[config.mk]
export PLATFORM = sky130hd
export DESIGN_NAME = xm23_pipe_ctrl_flat
export DESIGN_NICKNAME = d
export VERILOG_FILES = /design/src/rtl/xm23_pkg.sv /design/src/rtl/xm23_pipe_ctrl_if.sv /design/src/rtl/xm23_pipe_ctrl.sv /design/src/flat_wrapper.sv
export SDC_FILE = /design/constraint.sdc
export NUM_CORES = 1
export LEC_CHECK = 0
export BUFFER_PORTS_ARGS = -buffer_cell sky130_fd_sc_hd__buf_4
export CAP_MARGIN = 20
export CORE_MARGIN = 2
export CORE_UTILIZATION = 40
export DETAILED_ROUTE_END_ITERATION = 8
export PLACE_DENSITY_LB_ADDON = 0.08
export REMOVE_ABC_BUFFERS = 1
export SYNTH_ARGS = -nofsm -noshare
export SYNTH_HDL_FRONTEND = slang
export SYNTH_SLANG_ARGS = --single-unit
[constraint.sdc]
create_clock -name clock -period 3.4 [get_ports clock]
set_clock_uncertainty 0.2 [all_clocks]
set_input_delay 1.02 -clock clock [delete_from_list [all_inputs] [get_ports clock]]
set_output_delay 1.02 -clock clock [all_outputs]
set_load 0.05 [all_outputs]
[src/rtl/xm23_pkg.sv]
// xm23_pkg: shared XM23 core types and constants
package xm23_pkg;
    typedef enum logic [1:0] {INIT = 2'd0, HALT = 2'd1, RUN = 2'd2, STEP = 2'd3} pipe_state_t;
    localparam int XM23_WORD_W = 16;
    localparam logic [XM23_WORD_W-1:0] XM23_NOP = 16'h0000;
endpackage

[src/rtl/xm23_pipe_ctrl_if.sv]
// xm23_pipe_ctrl_if: datapath-side control/status bundle of the pipeline sequencer
interface xm23_pipe_ctrl_if #(parameter int CNT_W = 32);
    logic run, step, bkpt, imem_ready, dmem_wait, hazard, branch_taken;
    logic fetch_en, decode_en, exec_en, fd_nop, de_nop, pc_load, halted;
    logic [1:0] state;
    logic [CNT_W-1:0] adv_cnt;
    modport master (
        output run, step, bkpt, imem_ready, dmem_wait, hazard, branch_taken,
        input fetch_en, decode_en, exec_en, fd_nop, de_nop, pc_load, halted, state, adv_cnt
    );
    modport slave (
        input run, step, bkpt, imem_ready, dmem_wait, hazard, branch_taken,
        output fetch_en, decode_en, exec_en, fd_nop, de_nop, pc_load, halted, state, adv_cnt
    );
endinterface

[src/rtl/xm23_pipe_ctrl.sv]
// xm23_pipe_ctrl: run/halt/step sequencer producing per-stage enables and NOP strobes
module xm23_pipe_ctrl
    import xm23_pkg::*;
#(
    parameter int STARTUP_CYCLES = 4,
    parameter int CNT_W = 32
) (
    input logic clock,
    input logic reset_n,
    xm23_pipe_ctrl_if.slave bus
);
    localparam logic [7:0] INIT_LOAD = 8'(STARTUP_CYCLES - 1);
    pipe_state_t state_q, nxt;
    logic [7:0] init_cnt;
    logic step_q, halted_q, adv, bubble;
    logic [CNT_W-1:0] adv_cnt_q;
    always_comb begin
        adv = (state_q == RUN || state_q == STEP) && !bus.dmem_wait;
        // a taken branch flushes the hazard, so it never stalls decode
        bubble = adv && bus.hazard && !bus.branch_taken;
        bus.exec_en = adv;
        bus.decode_en = adv && !bubble;
        bus.fetch_en = adv && !bubble && bus.imem_ready && !bus.branch_taken;
        bus.pc_load = adv && bus.branch_taken;
        bus.fd_nop = adv && !bubble && (bus.branch_taken || !bus.imem_ready);
        bus.de_nop = adv && (bubble || bus.branch_taken);
        bus.state = state_q;
        bus.halted = halted_q;
        bus.adv_cnt = adv_cnt_q;
        nxt = state_q;
        case (state_q)
            INIT: nxt = init_cnt == 8'd0 ? (bus.run ? RUN : HALT) : INIT;
            HALT: nxt = bus.run ? RUN : (bus.step && !step_q) ? STEP : HALT;
            RUN: nxt = (!bus.run || (bus.bkpt && adv)) ? HALT : RUN;
            default: nxt = adv ? HALT : STEP;
        endcase
    end
    always_ff @(posedge clock or negedge reset_n) begin
        if (!reset_n) begin
            state_q <= INIT;
            halted_q <= 1'b0;
            init_cnt <= INIT_LOAD;
            step_q <= 1'b0;
            adv_cnt_q <= '0;
        end else begin
            state_q <= nxt;
            halted_q <= nxt == HALT;
            step_q <= bus.step;
            if (state_q == INIT && init_cnt != 8'd0) init_cnt <= init_cnt - 8'd1;
            if (adv) adv_cnt_q <= adv_cnt_q + 1'b1;
        end
    end
endmodule

[src/flat_wrapper.sv]
// flat-port wrapper written by rule: the top's interface ports become plain ports
module xm23_pipe_ctrl_flat import xm23_pkg::*;
#(
    parameter int STARTUP_CYCLES = 4,
    parameter int CNT_W = 32
)
  (clock, reset_n, bus_run, bus_step, bus_bkpt, bus_imem_ready, bus_dmem_wait, bus_hazard, bus_branch_taken, bus_fetch_en, bus_decode_en, bus_exec_en, bus_fd_nop, bus_de_nop, bus_pc_load, bus_halted, bus_state, bus_adv_cnt);
  xm23_pipe_ctrl_if #(.CNT_W(CNT_W)) bus_i ();
  input logic clock;
  input logic reset_n;
  input wire logic [$bits(bus_i.run)-1:0] bus_run;
  input wire logic [$bits(bus_i.step)-1:0] bus_step;
  input wire logic [$bits(bus_i.bkpt)-1:0] bus_bkpt;
  input wire logic [$bits(bus_i.imem_ready)-1:0] bus_imem_ready;
  input wire logic [$bits(bus_i.dmem_wait)-1:0] bus_dmem_wait;
  input wire logic [$bits(bus_i.hazard)-1:0] bus_hazard;
  input wire logic [$bits(bus_i.branch_taken)-1:0] bus_branch_taken;
  output wire logic [$bits(bus_i.fetch_en)-1:0] bus_fetch_en;
  output wire logic [$bits(bus_i.decode_en)-1:0] bus_decode_en;
  output wire logic [$bits(bus_i.exec_en)-1:0] bus_exec_en;
  output wire logic [$bits(bus_i.fd_nop)-1:0] bus_fd_nop;
  output wire logic [$bits(bus_i.de_nop)-1:0] bus_de_nop;
  output wire logic [$bits(bus_i.pc_load)-1:0] bus_pc_load;
  output wire logic [$bits(bus_i.halted)-1:0] bus_halted;
  output wire logic [$bits(bus_i.state)-1:0] bus_state;
  output wire logic [$bits(bus_i.adv_cnt)-1:0] bus_adv_cnt;
  assign bus_i.run = bus_run;
  assign bus_i.step = bus_step;
  assign bus_i.bkpt = bus_bkpt;
  assign bus_i.imem_ready = bus_imem_ready;
  assign bus_i.dmem_wait = bus_dmem_wait;
  assign bus_i.hazard = bus_hazard;
  assign bus_i.branch_taken = bus_branch_taken;
  assign bus_fetch_en = bus_i.fetch_en;
  assign bus_decode_en = bus_i.decode_en;
  assign bus_exec_en = bus_i.exec_en;
  assign bus_fd_nop = bus_i.fd_nop;
  assign bus_de_nop = bus_i.de_nop;
  assign bus_pc_load = bus_i.pc_load;
  assign bus_halted = bus_i.halted;
  assign bus_state = bus_i.state;
  assign bus_adv_cnt = bus_i.adv_cnt;
  xm23_pipe_ctrl #(.STARTUP_CYCLES(STARTUP_CYCLES), .CNT_W(CNT_W)) u_core (.clock(clock), .reset_n(reset_n), .bus(bus_i));
endmodule
# --- Word-level counts from Yosys, hierarchy flattened ---
# Index checks and enable logic that the tools add are counted.
op_classes:
  addsub: 2
  n_eq_ne: 4
  muxes: 7
  reduce_logical: 25
op_table:
  columns: ["cell", "count"]
  rows:
  - ["$add 32x1->32 const B", 1]
  - ["$logic_and 1x1->1", 12]
  - ["$mux 2", 6]
  - ["$logic_not 8->1", 1]
  - ["$reduce_bool 8->1", 1]
  - ["$sub 8x1->8 const B", 1]
  - ["$logic_not 1->1", 6]
  - ["$pmux 2 s3", 1]
  - ["$eq 2x1->1 const B", 2]
  - ["$eq 2x2->1 const B", 2]
  - ["$logic_or 1x1->1", 4]
  - ["$logic_not 2->1", 1]
totals:
  register_bits: 44
  out_inout_bits: 41

# --- Longest topological paths before layout ---
# Gate-level depths: netlist of the first run.
depth:
  depth_word: 9
  mapped_depth: 6
  ltp_nobuf: 5

# --- Worst setup path after synthesis of the first run ---
# OpenSTA, ideal clock, no wires.
synth_timing:
  kind: "input-to-output"
  startpoint: "input port bus_dmem_wait"
  endpoint: "output port bus_fd_nop"
  arrival_ps: 3342
  required_ps: 2180
  path_slack_ps: -1162
  path_stages: 4
  path_buffers: 1
  path_cell_list: "nand2b_1 buf_6 a21oi_1 a21boi_0"
synth_via:
  elab_chain_cells: 7
synth_rtl:
  columns: ["item", "line", "source"]
  rows:
  - ["from (decl)", "flat_wrapper.sv:15", "input wire logic [$bits(bus_i.dmem_wait)-1:0] bus_dmem_wait;"]
  - ["$logic_not 1->1 *", "xm23_pipe_ctrl.sv:18", "adv = (state_q == RUN || state_q == STEP) && !bus.dmem_wait;"]
  - ["$logic_and 1x1->1 *", "xm23_pipe_ctrl.sv:18", null]
  - ["$logic_and 1x1->1 (2 in a row)", "xm23_pipe_ctrl.sv:20", "bubble = adv && bus.hazard && !bus.branch_taken;"]
  - ["$logic_not 1->1", null, null]
  - ["$logic_and 1x1->1 *", null, null]
  - ["named net bus_decode_en", "flat_wrapper.sv:19", "output wire logic [$bits(bus_i.decode_en)-1:0] bus_decode_en;"]
  - ["$logic_and 1x1->1 *", "xm23_pipe_ctrl.sv:25", "bus.fd_nop = adv && !bubble && (bus.branch_taken || !bus.imem_ready);"]
  - ["to (decl)", "flat_wrapper.sv:21", "output wire logic [$bits(bus_i.fd_nop)-1:0] bus_fd_nop;"]
# Mark *: on every way through the listed nets, which the timed path passes. The rest lies on a longest branch.

# --- Final worst setup path of the first run ---
layout_timing:
  startpoint: "input port bus_dmem_wait"
  endpoint: "output port bus_fd_nop"
layout_via:
  elab_chain_cells: 7
layout_rtl:
  columns: ["item", "line"]
  rows:
  - ["$logic_not 1->1 *", "xm23_pipe_ctrl.sv:18"]
  - ["$logic_and 1x1->1 *", "xm23_pipe_ctrl.sv:18"]
  - ["$logic_and 1x1->1 (2 in a row)", "xm23_pipe_ctrl.sv:20"]
  - ["$logic_not 1->1", "xm23_pipe_ctrl.sv:25"]
  - ["$logic_and 1x1->1 * (2 in a row)", "xm23_pipe_ctrl.sv:25"]
# Every way passes the cells marked *; elsewhere a longest branch is shown, timed or not.

==> reports/results.md, run 1 <==
## Setup path
* endpoint required time on the critical path: 2180 ps
* kind of cell with the highest combined delay on the critical path: compound AO/OA/AOI/OAI gates
* slowest stage delay, CP: 220 ps
* CP Cell Sequence: buf_4 > nand2b_1 > a21oi_1 > a21boi_0 > buf_4
* Setup Crit Path Kind: input port to primary output
* endpoint kind of the worst setup timing path: primary output
* largest fanout on the critical path: 5
* dominant cell type by count on the critical path: buf_4
* Buf+Inv Stages, Crit Path: 2
* startpoint kind of the worst setup timing path: input port
* Worst Path Arrival: 1930 ps
* slowest cell on the critical path: buf_4

## Route
* count of nets left with antenna violations after detail routing: 0
* Initial DRT Pass Iterations: 4
* number of remaining DRC errors: 0
* post-DR vias/cell: 4.89
* wire length after detailed routing: 4.02 mm
* mean routed wirelength per cell: 12.9 um
* vias after detailed routing: 1530
* drt first-iter violations: 44

## Synth
* cells after synthesis: 189
* FF+latch count, synth: 44
* EDFF count, synth: 0
* top cell type's share of synthesized area: 50.5%
* post-synthesis sequential area ratio: 53.1%
* number of different library cells in the post-synthesis netlist: 34
* share of async-settable or async-resettable flops after synthesis: 100%
* average size of a mapped cell: 11.0 um2
* primary flip-flop cell chosen by synthesis mapping: dfrtp_1
* Yosys Warn Count: 0
* area leader, netlist: dfrtp_1
* top cells by area in the synthesized netlist: dfrtp_1 51%, xor2_1 9.3%, xnor2_1 6.7%
* post-synthesis instance area: 2080 um2

## Finish
* Antenna diodes: 0
* Area growth, synth to finish: 26.1%
* final design instance area without fill: 2620 um2
* proportion of layout cells with a drive suffix above 1: 27.2%
* total number of nets in the final design: 254

## STA
* setup_tns: 0 ps
* Final period util: 92.5%
* final hold viol count: 0
* setup repair after global routing missed its margin: no
* number of setup violations in the final report: 0
* Fmax achieved: 318 MHz
* slew of the pin with the lowest slew margin: 664 ps
* count of pins over their slew limit: 0
* final critical path time including I/O delays and setup: 3150 ps
* normalized max-slew margin: 55.6%

## Clock network
* clock-pin transition on the worst setup and hold timing paths: 80 ps
* clock insertion delay at the later pin of the skew report: 290 ps
* clock root buffer: clkbuf_8
* Clock H-tree levels: 2
* clock sink total: 44
* number of setup buffers added after CTS: 0
* post-cts repair resize count: 0
* CTS tree: built
* buffer levels on the longest clock path: 2
* total CTS buffers: 5
* number of hold buffers added after CTS: 0

## Global route
* aggregate global-route resource usage: 14.7%
* wire length of the first global-routing pass: 7.02 mm
* number of antenna violations at the first check in global routing: 0
* vias in the first global route: 1509
* overall overflow remaining after global route: 0
* pin count of the biggest net entering global routing: 45

## Floorplan
* die extent in y: 76.1 um
* die area: 5790 um2
* die extent in x: 76.1 um
* core box area: 5070 um2
* I/O Pins: 50
* standard-cell rows: 26
* initial cell density of the core: 41.0%

## Placed design
* Port Buf Inserts: 49
* detailed placement HPWL: 2.80 mm
* placed standard-cell area: 2510 um2
* Final Wtd Congestion: 0.706

## Power and ir drop
* static power due to leakage: 1.34 nW
* total power density per cell area: 519 nW/um2
* maximum ir drop on the vdd rail: 335 uV

## Worst hold path
* worst min-delay path category: flop to flop

## Flow run
* Maximum Capacitance Violations: 0

## Outcome
* outcome: finished clean

==> layout by cell type, fill, tap and decap left out, drive strengths merged <==
| cell type | count |
|---|---|
| buf | 51 |
| dfrtp | 42 |
| xor2 | 22 |
| xnor2 | 16 |
| nand2 | 15 |
| nor2 | 11 |
| inv | 11 |
| nor4 | 11 |
| nand3 | 10 |
| nor3 | 10 |
| clkbuf | 6 |
| a21oi | 4 |
| and3 | 4 |
| o21ai | 3 |
| and4 | 3 |
| ha | 3 |
| nand4 | 3 |
| nor2b | 2 |
| nand3b | 2 |
| nand4b | 2 |
| dfstp | 2 |
| or4 | 2 |
| a311oi | 1 |
| o21a | 1 |
| nand2b | 1 |
| a21boi | 1 |
| and2 | 1 |
| nor4b | 1 |
| bufinv | 1 |
| clkinv | 1 |
==> through the flow <==
step | cells | worst slack, ps | hold WS, ps | util, % | power, mW
floorplan | 184 | -1170 | 246 | - | 0.857
global placement | 305 | 276 | 259 | 49.6 | 0.982
detailed placement | 305 | 248 | 262 | 49.6 | 0.981
CTS | 313 | 238 | 275 | 51.7 | 1.38
global route | 313 | 150 | 307 | 51.7 | 1.43
finish | 313 | 254 | 269 | 51.7 | 1.36
==> kinds of logic (layout without fill, tap and decap cells) <==
logic type,after synthesis,count (layout),share of synthesized area (%)
and+or+nand+nor,78,78,22.6
DFF,44,44,53.1
xor gates and xnor gates,38,38,16.0
adders and majority gates,3,3,1.81
AOI/OAI and AO/OA,10,10,2.83
buffers and inverters,16,70,3.67
==> where the power goes <==
part	internal (mW)	switching, mW
combinational	0.106	0.242
clock	0.218	0.175
sequential	0.565	0.0541
total	0.889	0.471
==> sequential cells by signal, indices dropped and copies added, names as in the netlist <==
name,flops
u_core.bus.halted,1
u_core.bus.state,2
u_core.bus.adv_cnt,32
u_core.step_q,1
u_core.init_cnt,8
==> synth_stat cells (2+ instances only) <==
cell type   n
and3_1      4
nor2_1     11
dfrtp_1    42
a21oi_1     4
ha_1        3
nand2_1    15
nand3b_1    2
xnor2_1    16
nor3_1     10
nor2b_1     2
inv_1      11
nor4_1      8
xor2_1     22
o21ai_0     3
nor4_4      2
and4_1      3
dfstp_2     2
nand4b_1    2
nand4_1     2
buf_6       2
nand3_1    10
==> metal layers <==
layer / wire length [um] / vias to the layer above / part of all wire [%] / GRT usage (%)
met1: 2020 / 730 / 50 / 20.4
met5: 0 / - / 0 / 0
met4: 31 / 0 / 0.77 / 4.91
met3: 256 / 2 / 6.4 / 4.03
met2: 1720 / 50 / 43 / 22.3
li1: - / 748 / - / -
==> worst reg2reg max path, cell delays in order, from the launching register on <==
cell      delay (ps)
dfrtp_1          450
ha_1             180
nand3b_1         150
or4_1            680
nor4_1           420
xor2_1           170
==> final timing paths <==
path	to	cells after the start	slack, ps	start
setup / recovery	bus_fd_nop	5	250	bus_dmem_wait
hold / removal	u_core.bus.adv_cnt[31]	1	270	u_core.bus.adv_cnt[31]
setup reg to reg	u_core.bus.adv_cnt[24]	5	1080	u_core.bus.adv_cnt[0]
hold reg to reg	u_core.bus.adv_cnt[31]	1	270	u_core.bus.adv_cnt[31]
max in group asynchronous	u_core.init_cnt[7]	1	2100	reset_n
min in group asynchronous	u_core.bus.adv_cnt[31]	1	510	reset_n
==> cell type report <==
class | count | area [um2]
tap | 70 | 87.6
timing repair buffer | 51 | 383
inverter | 11 | 41.3
clock buffer | 6 | 72.6
sequential | 44 | 1100
clock inverter | 2 | 35.0
multi-input combinational | 129 | 900
fill | 505 | 2450
(Power assumes the default switching activity.)
==> run 2: changes to the inputs <==
--- a/config.mk
+++ b/config.mk
@@ -7,9 +7,9 @@
 export LEC_CHECK = 0
 export BUFFER_PORTS_ARGS = -buffer_cell sky130_fd_sc_hd__buf_4
 export CAP_MARGIN = 20
-export CORE_MARGIN = 2
 export CORE_UTILIZATION = 40
 export DETAILED_ROUTE_END_ITERATION = 8
+export MAX_ROUTING_LAYER = met4
 export PLACE_DENSITY_LB_ADDON = 0.08
 export REMOVE_ABC_BUFFERS = 1
 export SYNTH_ARGS = -nofsm -noshare
==> constraint.sdc (replaced) <==
create_clock -name clock -period 3.65 [get_ports clock]
set_clock_uncertainty 0.2 [all_clocks]
set_input_delay 1.095 -clock clock [delete_from_list [all_inputs] [get_ports clock]]
set_output_delay 1.095 -clock clock [all_outputs]
set_load 0.05 [all_outputs]
==> reports/results.md, run 2 (same netlist as run 1, synthesis figures left out) <==
## Route
* vias after detailed routing: 1559, was 1530
* count of nets left with antenna violations after detail routing: 0, unchanged
* wire length after detailed routing: 3.89 mm, was 4.02 mm
* drt first-iter violations: 77, was 44
* number of remaining DRC errors: 0, unchanged
* Initial DRT Pass Iterations: 4, unchanged
* post-DR vias/cell: 5.03, was 4.89
* mean routed wirelength per cell: 12.5 um, was 12.9 um

## Setup path
* slowest stage delay, CP: 220 ps, about the same
* Setup Crit Path Kind: input port to primary output, unchanged
* Buf+Inv Stages, Crit Path: 2, unchanged
* kind of cell with the highest combined delay on the critical path: compound AO/OA/AOI/OAI gates, unchanged
* endpoint required time on the critical path: 2350 ps, was 2180 ps
* dominant cell type by count on the critical path: buf_4, unchanged
* CP Cell Sequence: buf_4 > nand2b_1 > a21oi_1 > a21boi_0 > buf_4, unchanged
* slowest cell on the critical path: buf_4, unchanged
* critical register-to-register path startpoint: u_core.bus.adv_cnt[0], unchanged
* startpoint of the worst setup timing path: bus_dmem_wait, unchanged
* startpoint kind of the worst setup timing path: input port, unchanged
* endpoint kind of the worst setup timing path: primary output, unchanged
* largest fanout on the critical path: 5, unchanged
* Worst Path Arrival: 2000 ps, was 1930 ps

## Power and ir drop
* static power due to leakage: 1.34 nW, about the same
* maximum ir drop on the vdd rail: 324 uV, was 335 uV
* total power density per cell area: 471 nW/um2, was 519 nW/um2

## Finish
* utilization after layout: 53.8%, was 51.7%
* Area growth, synth to finish: 25.4%, was 26.1%
* proportion of layout cells with a drive suffix above 1: 27.6%, was 27.2%
* commonest cells after routing, fill and taps aside: 51 x buf_4, 42 x dfrtp_1, 22 x xor2_1, unchanged
* total number of nets in the final design: 254, unchanged
* most common cell after layout, fill and taps aside: buf_4, unchanged
* Antenna diodes: 0, unchanged
* final design instance area without fill: 2610 um2, was 2620 um2
* flip-flop count of the largest register, all copies and words added: 32, unchanged

## STA
* setup repair after global routing missed its margin: no, unchanged
* final hold viol count: 0, unchanged
* count of pins over their slew limit: 0, unchanged
* normalized max-slew margin: 47.3%, was 55.6%
* Fmax achieved: 303 MHz
* number of setup violations in the final report: 0, unchanged
* slew of the pin with the lowest slew margin: 785 ps, was 664 ps
* Post-Route Hold Slack: 271 ps, was 269 ps
* setup_tns: 0 ps, unchanged
* Final period util: 90.3%
* final critical path time including I/O delays and setup: 3300 ps

## Flow run
* Maximum Capacitance Violations: 0, unchanged

## Global route
* aggregate global-route resource usage: 15.9%, was 14.7%
* pin count of the biggest net entering global routing: 45, unchanged
* vias in the first global route: 1463, was 1509
* wire length of the first global-routing pass: 6.48 mm, was 7.02 mm
* number of antenna violations at the first check in global routing: 0, unchanged
* overall overflow remaining after global route: 0, unchanged

## Worst hold path
* worst min-delay path category: flop to flop, unchanged
* Worst Min Path Start: u_core.bus.adv_cnt[31], unchanged

## Clock network
* buffer levels on the longest clock path: 2, unchanged
* number of setup buffers added after CTS: 0, unchanged
* clock insertion delay at the later pin of the skew report: 300 ps, was 290 ps
* CTS tree: built, unchanged
* number of hold buffers added after CTS: 0, unchanged
* post-cts repair resize count: 0, unchanged
* Clock H-tree levels: 2, unchanged
* clock sink total: 44, unchanged
* clock-pin transition on the worst setup and hold timing paths: 90 ps, was 80 ps
* clock root buffer: clkbuf_8, unchanged
* total CTS buffers: 5, unchanged

## Floorplan
* die extent in x: 74.1 um, was 76.1 um
* core box area: 4850 um2, was 5070 um2
* I/O Pins: 50, unchanged
* standard-cell rows: 25, was 26
* die extent in y: 74.1 um, was 76.1 um
* die area: 5490 um2, was 5790 um2
* initial cell density of the core: 42.9%, was 41.0%

## Placed design
* placed standard-cell area: 2510 um2, about the same
* Final Wtd Congestion: 0.747, was 0.706
* detailed placement HPWL: 2.72 mm, was 2.80 mm
* Port Buf Inserts: 49, unchanged

## Outcome
* outcome: finished clean, unchanged

-- run 2: cell types whose count changed in the layout (fill, tap and decap cells not counted) --
cell,previous run,this run
bufinv_16,1,0
inv_6,0,1
clkbuf_1,1,0
clkbuf_8,5,6
-- run 2: where the power goes --
part / internal [mW] / total, mW / leakage (nW) / switching, mW
clock network: 0.155 / 0.326 / 0.0516 / 0.171
logic: 0.0988 / 0.323 / 0.725 / 0.224
registers: 0.526 / 0.581 / 0.564 / 0.0544
total: 0.780 / 1.23 / 1.34 / 0.449
-- run 2: worst paths after layout --
path	endpoint	slack, ps	cells after the start
worst max register to register	u_core.bus.adv_cnt[26]	1300	5
worst min register to register	u_core.bus.adv_cnt[31]	270	1
worst min-delay path	u_core.bus.adv_cnt[31]	270	1
worst max-delay path	bus_fd_nop	350	5
max in group asynchronous	u_core.init_cnt[0]	2290	1
min in group asynchronous	u_core.bus.adv_cnt[28]	580	1
-- run 2: worst register-to-register path: stages (launching register included) --
cell	delay [ps]
dfrtp_1	450
ha_1	180
nand3b_1	170
or4_1	690
nor4_1	400
xor2_1	190
-- run 2: cell type report --
class | instances | area [um2]
clock buffers | 6 | 82.6
clock inverters | 2 | 13.8
fillers | 454 | 2240
inverters | 11 | 41.3
multi-input cells | 129 | 900
flip-flops and latches | 44 | 1100
well taps | 67 | 83.8
repair buffers | 51 | 383
-- run 2: routing by layer --
| layer | wire length (um) | global-route usage, % | vias up |
|---|---|---|---|
| met5 | 0 | - | - |
| met4 | 58 | 5.77 | 0 |
| met3 | 173 | 3.39 | 6 |
| met2 | 1760 | 25.4 | 39 |
| met1 | 1890 | 20.0 | 757 |
| li1 | - | - | 757 |
-- run 2: per-stage QoR --
stage,worst slack [ps],total power [mW],std cells
final,353,1.23,310
after global routing,292,1.28,310
after CTS,333,1.24,310
after detailed placement,338,0.915,302
after global placement,370,0.914,302
after floorplan,-1070,0.798,184
